--- src/rtl/alu_operand_stage.sv ---
// Register file plus issue stage ahead of the ALU: reads sources with write-back bypass and registers a/b/ctrl.
// Latency 1 cycle; stall freezes the operand registers and drops the presented request (no buffering).
module alu_operand_stage #(
    parameter int N = 32,
    parameter int A = 5
) (
    input  logic         clk,
    input  logic         rst_n,
    input  logic         issue_valid,
    input  logic [A-1:0] rs1,
    input  logic [A-1:0] rs2,
    input  logic [2:0]   ctrl_in,
    input  logic         use_imm,
    input  logic [N-1:0] imm,
    input  logic         stall,
    input  logic         wb_en,
    input  logic [A-1:0] wb_addr,
    input  logic [N-1:0] wb_data,
    output logic [N-1:0] a,
    output logic [N-1:0] b,
    output logic [2:0]   ctrl,
    output logic         op_valid
);

    localparam int DEPTH = 2 ** A;

    logic [N-1:0] rf_q [DEPTH];
    logic [N-1:0] rd1, rd2;
    logic [N-1:0] a_q, a_d, b_q, b_d;
    logic [2:0]   ctrl_q, ctrl_d;
    logic         vld_q, vld_d;
    logic         wb_act;

    // Register 0 is hardwired to zero, so writes to it are dropped and never bypassed.
    assign wb_act = wb_en && (wb_addr != '0);

    always_ff @(posedge clk or negedge rst_n) begin
        if (!rst_n) begin
            for (int i = 0; i < DEPTH; i++) begin
                rf_q[i] <= '0;
            end
        end else if (wb_act) begin
            rf_q[wb_addr] <= wb_data;
        end
    end

    always_comb begin
        rd1 = rf_q[rs1];
        if (rs1 == '0) begin
            rd1 = '0;
        end else if (wb_act && (wb_addr == rs1)) begin
            rd1 = wb_data;
        end
        rd2 = rf_q[rs2];
        if (rs2 == '0) begin
            rd2 = '0;
        end else if (wb_act && (wb_addr == rs2)) begin
            rd2 = wb_data;
        end
    end

    always_comb begin
        a_d    = a_q;
        b_d    = b_q;
        ctrl_d = ctrl_q;
        vld_d  = vld_q;
        if (!stall) begin
            vld_d = issue_valid;
            if (issue_valid) begin
                a_d    = rd1;
                b_d    = use_imm ? imm : rd2;
                ctrl_d = ctrl_in;
            end
        end
    end

    always_ff @(posedge clk or negedge rst_n) begin
        if (!rst_n) begin
            a_q    <= '0;
            b_q    <= '0;
            ctrl_q <= 3'b000;
            vld_q  <= 1'b0;
        end else begin
            a_q    <= a_d;
            b_q    <= b_d;
            ctrl_q <= ctrl_d;
            vld_q  <= vld_d;
        end
    end

    assign a        = a_q;
    assign b        = b_q;
    assign ctrl     = ctrl_q;
    assign op_valid = vld_q;

endmodule

--- config.mk ---
export PLATFORM = sky130hd
export DESIGN_NAME = alu_operand_stage
export DESIGN_NICKNAME = d
export VERILOG_FILES = /design/src/rtl/alu_operand_stage.sv
export SDC_FILE = /design/constraint.sdc
export NUM_CORES = 2
export LEC_CHECK = 0
export BUFFER_PORTS_ARGS = -buffer_cell sky130_fd_sc_hd__buf_2
export CAP_MARGIN = 20
export CORE_UTILIZATION = 45
export DETAILED_ROUTE_END_ITERATION = 7
export GPL_TIMING_DRIVEN = 0
export SYNTH_ARGS = -nofsm -noshare
export SYNTH_HDL_FRONTEND = slang
export SYNTH_SLANG_ARGS = --single-unit
--- constraint.sdc ---
create_clock -name clk -period 1.8 [get_ports clk]
set_input_delay 0.45 -clock clk [delete_from_list [all_inputs] [get_ports clk]]
set_output_delay 0.45 -clock clk [all_outputs]
set_load 0.005 [all_outputs]
==> impl_metrics.toml <==
[outcome]
outcome = "complete, but fails checks"
violations = "negative hold slack, negative setup slack"

[floorplanning]
boundaryPins = 156
die_area_sq_um = 128000
core-area_sq_um = 126000
start_util_pct = 45.3
die_x_um = 358
die_h_um = 358
fp-row-count = 130

[final_layout]
final_nets = 3980
final_cells = 5645
design_area_sq_um = 66500
final_util_pct = 53.0
area_growth_pct = 16.9
multi_input_area_sq_um = 28000
regArea_sq_um = 27300
drive_gt1_share_pct = 55.9
nFillCells = 10374

[detailed_routing]
via_count = 37155
drt_iter0_markers = 3947
remaining_drc_errors = 0
wl_um = 202000
wl_per_cell_um = 35.9
antenna_left = 0
dr.pass1.iters = 6
viasPerCell = 6.58

[placement]
dp_hpwl_um = 139000
dpl.cell_count = 5378
postPlaceCellArea_sq_um = 60900
io_buffers = 149
place_ws_ns = -1.89
place.gp.congestion = 0.880

[grt]
grt_pass1_vias = 37726
antenna_found_initial = 8
grt_max_degree = 157
grt_overflow = 0
grtUsageTotal_pct = 32.3
grt_pass1_wl_um = 287000

[clocking]
cts_tree = "done"
clk_pin_slew_worst_paths_ns = 0.06
cts-root-buf = "clkbuf_16"
cts_buffers = 131
cts_hold_buf = 19
h-tree-depth = 4
cts.path.max_buffers = 3
cts_sinks = 1092
clk_latency_ns = 0.76

[pwr]
p_int_mw = 54.6
p_seq_share_pct = 43.9
p_switching_mw = 20.2
leakagePower_nw = 28.4
ir_drop_v = 0.00108
design_power_total_mw = 74.8
power_frac_clock_pct = 36.2
powerDensity_nw_per_um2 = 1130
p_sw_share_pct = 27.0
p_comb_share_pct = 20.0

[synth]
yosysWarnings = 0
synthMuxAreaShare_pct = 43.7
synth_top_area_share_pct = 48.0
synth_top_family_by_area = "multiplexers"
yosysMostFrequentCell = "dfrtp_1"
ys_ff_latch = 1092
synth.area.top_cells = "dfrtp_1 (48%), mux4_2 (24%), mux2_2 (18%)"
synth_area_sq_um = 56900
syn_inst = 3553
ys.flop_type = "dfrtp_1"
synth_fp_nets = 3641
ys_types = 37
synth_edf_count = 0
ys_seq_area_share_pct = 48.0
synth_adder_area_share_pct = 0
synth-xor-area-share_pct = 0.154
synth.avg_cell_area_sq_um = 16.0
async_flop_share_pct = 100
synthTopCellsByCount = "dfrtp_1 (1092), mux2_2 (915), mux4_2 (608), clkbuf_1 (236), a22oi_1 (96)"
yosys.area.top_type = "dfrtp_1"
yosys.area_share.simple_pct = 2.05
synth_compound_area_share_pct = 2.70

[worst_setup_path]
timing.rr.start = "rf_q[30]"
cp.required_ns = 2.42
rr_endpoint = "b[30]"
cp.arrival_ns = 2.54
crit_path_end_kind = "flop"
ff2ff_setup_slack_ns = -0.03
path_class = "in -> reg"
cp_max_fo = 10
cp-start-kind = "input pin"
ff2ff_path_depth = 4

[sta]
rsz0062_at_grt = "yes"
setup_violations = 71
whs_ns = -0.390
min_period_over_period_pct = 106
period_minus_slack_ns = 1.92
skew_ns = 0.0200
fin_ws_ns = -0.115
hold_viol = 177
tightestPinTransition_ns = 1.08
slew_viol_final = 0
fmax_ghz = 0.522
slew_headroom_pct = 28.3

[run]
max-cap-violations = 0

[hold_path]
hp-class = "in -> async"
## worst max-delay path by stage
stage,start,to,cells past startpoint
2_1_floorplan,rs1[0],a[10],7
3_3_place_gp,rst_n,rf_q[772],1
3_5_place_dp,rs2[2],b[10],8
4_1_cts,b[31],b[31],1
5_1_grt,a[11],a[11],1
6_report,rs2[1],b[30],7
## timing repair
action                                  in CTS  in global routing
cloned                                       5                  1
buffers inserted                             6                  1
endpoints found under the hold margin      160                133
resized for setup                          207                115
endpoints found under the setup margin     695                474
pin swaps                                    3                  0
## sequential cells by signal, summed over array words and instances, names as in the netlist
register / count
rf_q: 1024
a: 32
b: 32
ctrl: 3
op_valid: 1
## worst max-delay path, stage by stage
cell and delay [ns]:
buf_2 0.23, buf_4 0.31, buf_4 0.35, mux4_2 0.37, mux4_2 0.47, nand2_1 0.22
a31oi_1 0.12
## area by class of cell
cell class	instances	share of cell area, %
Buffer	412	4.53
Timing Repair Buffer	207	2.64
Clock inverter	27	0.472
Clock buffer	202	6.08
Tap cell	1650	3.10
Multi-Input combinational cell	2045	42.0
Antenna cell	7	0.0263
Inverter	3	0.0169
Sequential cell	1092	41.1
## metal layers
layer / routed length (um) / track usage, % / share of wire [%] / vias up
li1: - / - / - / 14563
met1: 83500 / 44.6 / 41 / 20384
met2: 93800 / 49.6 / 46 / 1788
met3: 16600 / 7.68 / 8.2 / 414
met4: 8430 / 12.9 / 4.2 / 6
met5: 37 / 0 / 0.018 / -
## cells in the final DEF, fill, tap and decap left out, types with 27 or more instances in the layout
| master | netlist | final |
|---|---|---|
| nand3_1 | 36 | 34 |
| a221oi_1 | 32 | 28 |
| clkbuf_1 | 236 | 173 |
| buf_4 | 5 | 53 |
| nand2_1 | 60 | 56 |
| clkbuf_2 | 0 | 39 |
| buf_12 | 0 | 27 |
| mux4_2 | 608 | 608 |
| a21o_1 | 33 | 31 |
| mux2_1 | 77 | 67 |
| mux2_2 | 915 | 915 |
| a22oi_1 | 96 | 94 |
| clkbuf_4 | 0 | 44 |
| nor2_1 | 50 | 33 |
| nand2b_1 | 65 | 63 |
| buf_2 | 63 | 168 |
| a31oi_1 | 32 | 32 |
| clkbuf_8 | 0 | 48 |
| buf_6 | 36 | 35 |
| clkbuf_16 | 0 | 140 |
| dfrtp_1 | 1092 | 1085 |
## kinds of logic (layout without fill, tap and decap cells)
family | Yosys count | count (layout)
buf+inv | 416 | 851
mux | 1600 | 1600
compound gates | 200 | 200
xor+xnor | 10 | 10
flops | 1092 | 1092
simple gates | 235 | 235
other cells | 0 | 7
## power groups by stage
stage	sequential, mW	combinational, mW	clock [mW]
3_3_place_gp	33.0	14.2	0
3_5_place_dp	33.0	14.6	0
6_report	32.8	14.9	27.1
4_1_cts	32.6	14.9	27.4
5_1_grt	33.4	15.8	28.3
2_1_floorplan	31.7	10.8	0
## per-stage QoR
step / TNS [ns] / hold WS (ns)
2_1_floorplan: -18.78 / 0.154
3_3_place_gp: - / 0.460
6_report: -1.29 / -0.390
5_1_grt: -1.30 / -0.387
4_1_cts: -0.742 / -0.415
3_5_place_dp: -1450.27 / 0.464
(Power assumes the default switching activity.)
